### src/rtl/hilo_muldiv_unit.sv
// HI/LO architectural register pair with pipelined multiplier and restoring divider.
// Latency: MTHI/MTLO and divide-by-zero 1 cycle, MULT/MULTU MUL_STAGES cycles, DIV/DIVU DATA_W+1 cycles.
// Backpressure: start_i is ignored while busy_o=1; flush_i kills an in-flight op without writing HI/LO.
module hilo_muldiv_unit #(
  parameter int DATA_W     = 32,
  parameter int MUL_STAGES = 2
) (
  input  logic              clk_i,
  input  logic              rst_i,
  input  logic              start_i,
  input  logic [2:0]        op_i,
  input  logic [DATA_W-1:0] a_i,
  input  logic [DATA_W-1:0] b_i,
  input  logic              flush_i,
  output logic              busy_o,
  output logic              done_o,
  output logic [DATA_W-1:0] hi_o,
  output logic [DATA_W-1:0] lo_o
);

  localparam logic [2:0] OP_MULT  = 3'd0;
  localparam logic [2:0] OP_MULTU = 3'd1;
  localparam logic [2:0] OP_DIV   = 3'd2;
  localparam logic [2:0] OP_DIVU  = 3'd3;
  localparam logic [2:0] OP_MTHI  = 3'd4;
  localparam logic [2:0] OP_MTLO  = 3'd5;

  // The HI/LO pair acts as the final multiplier stage, so only MUL_STAGES-1
  // product registers are needed; one unused stage register exists when MUL_STAGES=1.
  localparam int PIPE_N = (MUL_STAGES > 1) ? MUL_STAGES - 1 : 1;
  localparam int CNT_W  = (DATA_W > 1) ? $clog2(DATA_W) : 1;
  localparam int PROD_W = 2 * DATA_W;

  typedef enum logic [1:0] {
    S_IDLE    = 2'd0,
    S_DIV_RUN = 2'd1,
    S_DIV_FIN = 2'd2
  } state_t;

  state_t              state_q, state_d;
  logic [DATA_W-1:0]   hi_q, hi_d;
  logic [DATA_W-1:0]   lo_q, lo_d;
  logic                done_q, done_d;
  logic [CNT_W-1:0]    cnt_q, cnt_d;
  logic [DATA_W-1:0]   quo_q, quo_d;
  logic [DATA_W-1:0]   rem_q, rem_d;
  logic [DATA_W-1:0]   dvs_q, dvs_d;
  logic                neg_quo_q, neg_quo_d;
  logic                neg_rem_q, neg_rem_d;
  logic [PIPE_N-1:0]   mul_vld_q, mul_vld_d;
  logic [PROD_W-1:0]   mul_prod_q [PIPE_N];
  logic [PROD_W-1:0]   mul_prod_d [PIPE_N];

  // Operand preparation shared by the accept path.
  logic                mul_signed;
  logic [PROD_W-1:0]   mul_a_ext;
  logic [PROD_W-1:0]   mul_b_ext;
  logic [PROD_W-1:0]   mul_prod_in;
  logic                div_signed;
  logic [DATA_W-1:0]   a_mag;
  logic [DATA_W-1:0]   b_mag;
  logic                accept;
  logic                mul_tail;

  // One restoring-divider step on the current partial remainder.
  logic [DATA_W:0]     rem_shift;
  logic [DATA_W:0]     rem_trial;
  logic                quo_bit;
  logic [DATA_W-1:0]   rem_next;
  logic [DATA_W-1:0]   quo_next;

  assign busy_o = (state_q == S_DIV_RUN) | (|mul_vld_q);
  assign done_o = done_q;
  assign hi_o   = hi_q;
  assign lo_o   = lo_q;

  // Sign/zero extension to 2*DATA_W makes one multiplier serve both MULT and MULTU.
  always_comb begin
    mul_signed  = (op_i == OP_MULT);
    mul_a_ext   = mul_signed ? {{DATA_W{a_i[DATA_W-1]}}, a_i} : {{DATA_W{1'b0}}, a_i};
    mul_b_ext   = mul_signed ? {{DATA_W{b_i[DATA_W-1]}}, b_i} : {{DATA_W{1'b0}}, b_i};
    mul_prod_in = mul_a_ext * mul_b_ext;
    div_signed  = (op_i == OP_DIV);
    a_mag       = (div_signed && a_i[DATA_W-1]) ? (~a_i + 1'b1) : a_i;
    b_mag       = (div_signed && b_i[DATA_W-1]) ? (~b_i + 1'b1) : b_i;
    accept      = start_i && !busy_o && !flush_i;
    mul_tail    = (MUL_STAGES > 1) && mul_vld_q[PIPE_N-1];
  end

  // Divider datapath: shift in the next dividend bit and subtract when it fits.
  always_comb begin
    rem_shift = {rem_q, quo_q[DATA_W-1]};
    rem_trial = rem_shift - {1'b0, dvs_q};
    quo_bit   = !rem_trial[DATA_W];
    rem_next  = quo_bit ? rem_trial[DATA_W-1:0] : rem_shift[DATA_W-1:0];
    quo_next  = {quo_q[DATA_W-2:0], quo_bit};
  end

  // Next-state logic: multiplier retire, divider FSM, then new-op accept.
  always_comb begin
    state_d   = state_q;
    hi_d      = hi_q;
    lo_d      = lo_q;
    done_d    = 1'b0;
    cnt_d     = cnt_q;
    quo_d     = quo_q;
    rem_d     = rem_q;
    dvs_d     = dvs_q;
    neg_quo_d = neg_quo_q;
    neg_rem_d = neg_rem_q;

    mul_vld_d     = '0;
    mul_prod_d[0] = mul_prod_q[0];
    for (int k = PIPE_N - 1; k >= 1; k--) begin
      mul_vld_d[k]  = mul_vld_q[k-1];
      mul_prod_d[k] = mul_prod_q[k-1];
    end

    if (mul_tail && !flush_i) begin
      hi_d   = mul_prod_q[PIPE_N-1][PROD_W-1:DATA_W];
      lo_d   = mul_prod_q[PIPE_N-1][DATA_W-1:0];
      done_d = 1'b1;
    end
    if (flush_i) begin
      mul_vld_d = '0;
    end

    case (state_q)
      S_DIV_RUN: begin
        if (flush_i) begin
          state_d = S_IDLE;
        end else begin
          quo_d = quo_next;
          rem_d = rem_next;
          cnt_d = cnt_q - CNT_W'(1);
          if (cnt_q == '0) begin
            // Last bit resolved: sign-correct and commit so DIV_FIN is the done cycle.
            state_d = S_DIV_FIN;
            lo_d    = neg_quo_q ? (~quo_next + 1'b1) : quo_next;
            hi_d    = neg_rem_q ? (~rem_next + 1'b1) : rem_next;
            done_d  = 1'b1;
          end
        end
      end
      S_DIV_FIN: state_d = S_IDLE;
      default:   state_d = S_IDLE;
    endcase

    if (accept) begin
      case (op_i)
        OP_MULT, OP_MULTU: begin
          if (MUL_STAGES == 1) begin
            hi_d   = mul_prod_in[PROD_W-1:DATA_W];
            lo_d   = mul_prod_in[DATA_W-1:0];
            done_d = 1'b1;
          end else begin
            mul_vld_d[0]  = 1'b1;
            mul_prod_d[0] = mul_prod_in;
          end
        end
        OP_DIV, OP_DIVU: begin
          if (b_i == '0) begin
            hi_d   = a_i;
            lo_d   = '1;
            done_d = 1'b1;
          end else begin
            state_d   = S_DIV_RUN;
            cnt_d     = CNT_W'(DATA_W - 1);
            quo_d     = a_mag;
            rem_d     = '0;
            dvs_d     = b_mag;
            neg_quo_d = div_signed && (a_i[DATA_W-1] ^ b_i[DATA_W-1]);
            neg_rem_d = div_signed && a_i[DATA_W-1];
          end
        end
        OP_MTHI: begin
          hi_d   = a_i;
          done_d = 1'b1;
        end
        OP_MTLO: begin
          lo_d   = a_i;
          done_d = 1'b1;
        end
        default: ;
      endcase
    end
  end

  // State registers; reset discards any in-flight op.
  always_ff @(posedge clk_i) begin
    if (rst_i) begin
      state_q   <= S_IDLE;
      hi_q      <= '0;
      lo_q      <= '0;
      done_q    <= 1'b0;
      cnt_q     <= '0;
      quo_q     <= '0;
      rem_q     <= '0;
      dvs_q     <= '0;
      neg_quo_q <= 1'b0;
      neg_rem_q <= 1'b0;
      mul_vld_q <= '0;
      for (int k = 0; k < PIPE_N; k++) begin
        mul_prod_q[k] <= '0;
      end
    end else begin
      state_q   <= state_d;
      hi_q      <= hi_d;
      lo_q      <= lo_d;
      done_q    <= done_d;
      cnt_q     <= cnt_d;
      quo_q     <= quo_d;
      rem_q     <= rem_d;
      dvs_q     <= dvs_d;
      neg_quo_q <= neg_quo_d;
      neg_rem_q <= neg_rem_d;
      mul_vld_q <= mul_vld_d;
      for (int k = 0; k < PIPE_N; k++) begin
        mul_prod_q[k] <= mul_prod_d[k];
      end
    end
  end

endmodule

### config.mk
export PLATFORM = sky130hd
export DESIGN_NAME = hilo_muldiv_unit
export DESIGN_NICKNAME = d
export VERILOG_FILES = /design/src/rtl/hilo_muldiv_unit.sv
export SDC_FILE = /design/constraint.sdc
export NUM_CORES = 2
export LEC_CHECK = 0
export CAP_MARGIN = 0
export CORE_MARGIN = 2
export CORE_UTILIZATION = 55
export CTS_CLUSTER_DIAMETER = 120
export DETAILED_ROUTE_END_ITERATION = 10
export PLACE_DENSITY = 0.72
export SLEW_MARGIN = 10
export SYNTH_ARGS = -nofsm -noshare
export SYNTH_HDL_FRONTEND = slang
export SYNTH_SLANG_ARGS = --single-unit
export TNS_END_PERCENT = 1
### constraint.sdc
create_clock -name clk_i -period 18.7 [get_ports clk_i]
set_input_delay 5.61 -clock clk_i [delete_from_list [all_inputs] [get_ports clk_i]]
set_output_delay 5.61 -clock clk_i [all_outputs]
set_load 0.02 [all_outputs]
# Yosys cells after proc, flatten, opt, wreduce, memory -nomap -nowiden

Memory sizes are Yosys's and may differ from the RTL's.
Cells that the tools add are included.

Bits in registers: 171
Input bits: 71
Bits in writable memories: 64
Output and inout port bits: 66
Memories kept: 1

Add/sub/neg operators: 6
Muxes and demuxes: 57
Reductions and logical operators: 18
Bitwise gates (word level): 8
Equality and inequality tests: 6
Multiply operators: 1

Memory list:

| memory     | depth | width | read ports | clocked after Yosys merged registers in | wr ports | RTL line | RTL |
|---|---|---|---|---|---|---|---|
| mul_prod_q | 1     | 64    | 1          | 0                                       | 1        | 51       | `logic [PROD_W-1:0] mul_prod_q [PIPE_N];` |

Operators with widths:

| kind                  | number |
|---|---|
| $mux 32               | 27 |
| $mux 64               | 5 |
| $add 32x1->32 const B | 4 |
| $not 32->32           | 4 |
| $pmux 32 s2           | 2 |
| $mul 64x64->64        | 1 |
| $reduce_or 64->1      | 1 |
| $sub 33x32->33        | 1 |
| $logic_not 32->1      | 1 |
| $mux 5                | 5 |
| $mux 2                | 6 |
| $mux 1                | 11 |
| $reduce_or 2->1       | 4 |
| $eq 3x2->1 const B    | 2 |
| $eq 3x3->1 const B    | 2 |
| $logic_and 1x1->1     | 6 |
| $logic_not 5->1       | 1 |
| $sub 5x1->5 const B   | 1 |
| $eq 3x1->1 const B    | 1 |
| $logic_not 1->1       | 3 |
| $logic_not 3->1       | 1 |
| $reduce_and 3->1      | 1 |
| $eq 2x1->1 const B    | 1 |
| $not 1->1             | 2 |
| 3 further kinds       | 3 |

# Depth between registers and ports, before layout

Depth after elaboration: 11
Gate-level depth with buffers: 39
Gate-level depth less buffers: 37

# Worst setup path before layout

No wires, ideal clock.

Kind: input to register
Start: input op_i[0]
End: memory mul_prod_q[0][57] (netlist name)
Stages on the path: 34
Required time: 18.630 ns
Path buffers: 3
Data arrival time: 14.735 ns
Setup time: 0.070 ns
Setup slack: 3.895 ns
Cell sequence: nor3_1 > and2_1 > clkbuf_1 > clkbuf_1 > nand2_1 > fa_1 > inv_1 > fa_1 > fa_1 > inv_1 > fa_1 > inv_1 > fa_1 > fa_1 > fa_1 > fa_1 > fa_1 > inv_1 > fa_1 > inv_1 > ha_1 > clkbuf_1 > inv_1 > o21bai_1 > a21oi_1 > o211ai_1 > a2111oi_0 > o21ai_0 > a31oi_1 > nor2_1 > a31oi_1 > xnor2_1 > nand2_1 > a21oi_1

Cells in the longest elaborated chain, start to end: 6
Elaborated cells between the ends (all ways): 9
Classes of those cells: mul: 1; eq/ne: 1; mux: 5; reduce/logical: 2

RTL lines:

| element                    | RTL line | RTL |
|---|---|---|
| start, declared            | 11       | `input logic [2:0] op_i,` |
| $logic_not 3->1            | 79, 150  |  |
| $mux 64 (on tied branches) | 80, 81   |  |
| $mul 64x64->64             | 82       | `mul_prod_in = mul_a_ext * mul_b_ext;` |
| $mux 64 (*)                | 150      | `case (op_i)` |
| $mux 64 (*)                | 149      | `if (accept) begin` |
| $mux 64 (no line) (*)      | n/a      |  |
| end, declared              | 51       |  |

Mark *: on every way between the ends. The rest lies on a longest branch, timed or not.

# Worst setup path in the final report

Same ends and word-level chain as after synthesis.

==> flow_summary.yaml <==
run_status:
  outcome: "completed"
synthesis:
  synth-edff-count: 0
  synth_nets: 9003
  async_flop_share_pct: 0
  post_synth_num_cell_types: 93
  synth_flop_cell: "dfxtp_1"
  yosysSeqAreaShare_pct: 7.515
  synthesis.instances: 7159
  yosysWarnings: 0
  syn_avg_cell_area_um2: 8.744
  synth_top_cell_by_area: "fa_1"
  yosys-top-cells-area: "fa_1, inv_1, dfxtp_1"
  synth_seq_cells: 235
  yosysTopAreaCellShare_pct: 45.38
  netlist_area_um2: 62600
timing:
  rsz0062_at_grt: "false"
  final.period_utilization_pct: 86.01
  worstMarginPinSlew_ns: 1.304
  maxSlewHeadroom_pct: 12.79
  final.min_clock_period_ns: 16.08
  report.final.setup_viol: 0
  fmax_mhz: 62.17
  fin_setup_tns_ns: 0
  slew_violations: 0
  finalHoldViolations: 0
  fin_worst_skew_ns: 0.03499
setup_path:
  critPathMaxFanout: 10
  rrSetupSlack_ns: 12.91
  worstPathArrival_ns: 16.58
  reg2reg_to: "hi_o[26]$_SDFF_PP0_"
  critPathMaxStageDelay_ns: 0.82
  critical_path.startpoint: "op_i[0]"
  cp-start-kind: "input port"
  crit_top_cell: "fa_1"
  r2r_start: "quo_q[31]$_SDFF_PP0_"
  criticalPathCategory: "in2reg"
  crit_slowest_cell: "fa_1"
  crit_end: "mul_prod_q[0][57]$_SDFFE_PP0P_"
  end_kind: "register"
  reg2regPathDepth: 20
  required_ns: 19.20
cts:
  clockBufferDepth: 3
  post_cts_resized: 0
  cts-root-buf: "clkbuf_16"
  clock_sinks: 235
  clock_latency_ns: 0.57
  cts.reportedPaths.clkPinSlew_ns: 0.07
  htree_levels: 1
  cts_tree: "done"
  cts_made_buffers: 22
  cts_setup_buffers: 0
  cts-hold-fix-buffers: 0
die:
  std_cell_rows: 123
  die_h_um: 341.4
  die_x_um: 341.4
  core_um2: 112700
  dieArea_um2: 116500
  start_util_pct: 55.57
  num_io_pins: 137
final_layout:
  area_delta_synth_final_pct: 4.613
  final_nets: 8835
  drive_above_1_share_pct: 3.026
  fin_cells: 8508
  final_cell_mix: "inv_1, fa_1, nand2_1"
  final_common_cell: "inv_1"
drt:
  ant_nets: 0
  detail_route.wl_per_cell_um: 23.46
  viasPerCell: 5.798
  route.met2.wl_um: 87630
  wl_um: 199600
  met3_length_um: 24080
  vias: 49330
  drt_first_pass_iters: 6
  drt-met1-wl_um: 78090
  drt_iter0_drc: 4921
  drc: 0
  top_layer_used: "met4"
global_route:
  grt_pass1_vias: 52010
  antenna_found_initial: 5
  grt_overflow: 0
  grt_max_degree: 89
  grt_pass1_wl_um: 309400
  grt_usage_pct: 35.01
job:
  cap_violations: 0
placement:
  routabilityCongestion: 1.026
  io_buffers: 136
  dp_cells: 8467
  dp_hpwl_um: 155200
min_path:
  min_path_type: "reg2reg"
state kept, by name (all words and copies together), names as in the netlist:
name,flops
mul_tail,1
neg_quo_q,1
rem_q,32
done_o,1
hi_o,32
quo_q,32
cnt_q,5
lo_o,32
state_q,2
mul_prod_q,64
dvs_q,32
neg_rem_q,1
per-layer routing:
layer  vias to the layer above  track usage, %
met1                     24990           47.13
met4                         0           14.18
met5                         -               0
li1                      21180               -
met3                       473           8.894
met2                      2693           54.30
worst min path at each step:
| stage | depth (start not counted) | start | endpoint | slack (ns) |
|---|---|---|---|---|
| 2_1_floorplan | 2 | mul_prod_q[0][15]$_SDFFE_PP0P_ | mul_prod_q[0][15]$_SDFFE_PP0P_ | 0.43 |
| 3_3_place_gp | 2 | mul_prod_q[0][27]$_SDFFE_PP0P_ | mul_prod_q[0][27]$_SDFFE_PP0P_ | 0.44 |
| 3_5_place_dp | 2 | mul_prod_q[0][9]$_SDFFE_PP0P_ | mul_prod_q[0][9]$_SDFFE_PP0P_ | 0.44 |
| 4_1_cts | 2 | mul_prod_q[0][42]$_SDFFE_PP0P_ | mul_prod_q[0][42]$_SDFFE_PP0P_ | 0.45 |
| 5_1_grt | 2 | mul_prod_q[0][36]$_SDFFE_PP0P_ | mul_prod_q[0][36]$_SDFFE_PP0P_ | 0.47 |
| 6_report | 2 | mul_prod_q[0][42]$_SDFFE_PP0P_ | mul_prod_q[0][42]$_SDFFE_PP0P_ | 0.45 |
layout make-up:
cell class                      instances  area, um^2
Clock buffer                           29       586.8
Sequential cell                       235        4705
Fill cell                            9998       47160
Timing Repair Buffer                  230        1868
Tap cell                             1500        1877
Multi-Input combinational cell       4936       50430
Inverter                             1566        5881
Clock inverter                          9       138.9
Antenna cell                            3       7.507
synth_stat cells, types with 8 or more instances:
cell type / count
nor4_1: 14
buf_1: 61
ha_1: 354
and3_1: 34
o21a_1: 9
dfxtp_1: 235
nor2_1: 267
a31oi_1: 61
nand4_1: 22
nor2b_1: 16
o21ai_0: 135
a221o_1: 14
xor2_1: 93
mux2i_1: 45
clkbuf_1: 338
nand2_1: 1064
a311oi_1: 36
o21bai_1: 20
inv_1: 1563
nor3_1: 42
or2_2: 8
or4_1: 14
nand2b_1: 40
o41ai_1: 12
and4_1: 10
and2_1: 458
a221oi_1: 10
or3_1: 19
fa_1: 1419
xnor2_1: 168
o211ai_1: 13
o31ai_1: 23
a211oi_1: 86
a21oi_1: 225
buf_2: 16
nand3_1: 52
a21o_1: 45
worst max-delay path: cells and delay by family:
| kind | cells | cell delay, ns |
|---|---|---|
| fa+ha+maj | 11 | 5.84 |
| simple gates | 5 | 1.49 |
| compound gates | 9 | 2.44 |
| buf+inv | 6 | 1.04 |
| xor+xnor | 1 | 0.14 |
cell families (layout without fill, tap and decap cells):
kind of cell | after synthesis | in the layout | synth area share, %
mux | 47 | 47 | 0.7555
simple gates | 2087 | 2087 | 15.61
fa+ha+maj | 1773 | 1773 | 52.45
compound gates | 768 | 768 | 7.989
xor+xnor | 261 | 261 | 3.652
flops | 235 | 235 | 7.515
buf+inv | 1988 | 1834 | 12.02
other cells | 0 | 3 | 0
per-stage QoR:
stage	util, %	instance area [um^2]	hold slack, ns	setup WS, ns
after global routing	58.13	65490	0.4660	2.044
after floorplan	-	62600	0.4312	3.895
after global placement	57.48	64760	0.4380	2.339
after CTS	58.13	65480	0.4532	2.673
final	58.13	65490	0.4529	2.616
after detailed placement	57.48	64760	0.4440	2.126
Power is left out: the tool's default activity adds up to more than one toggle a clock period on the data nets, which glitch-free logic cannot reach.
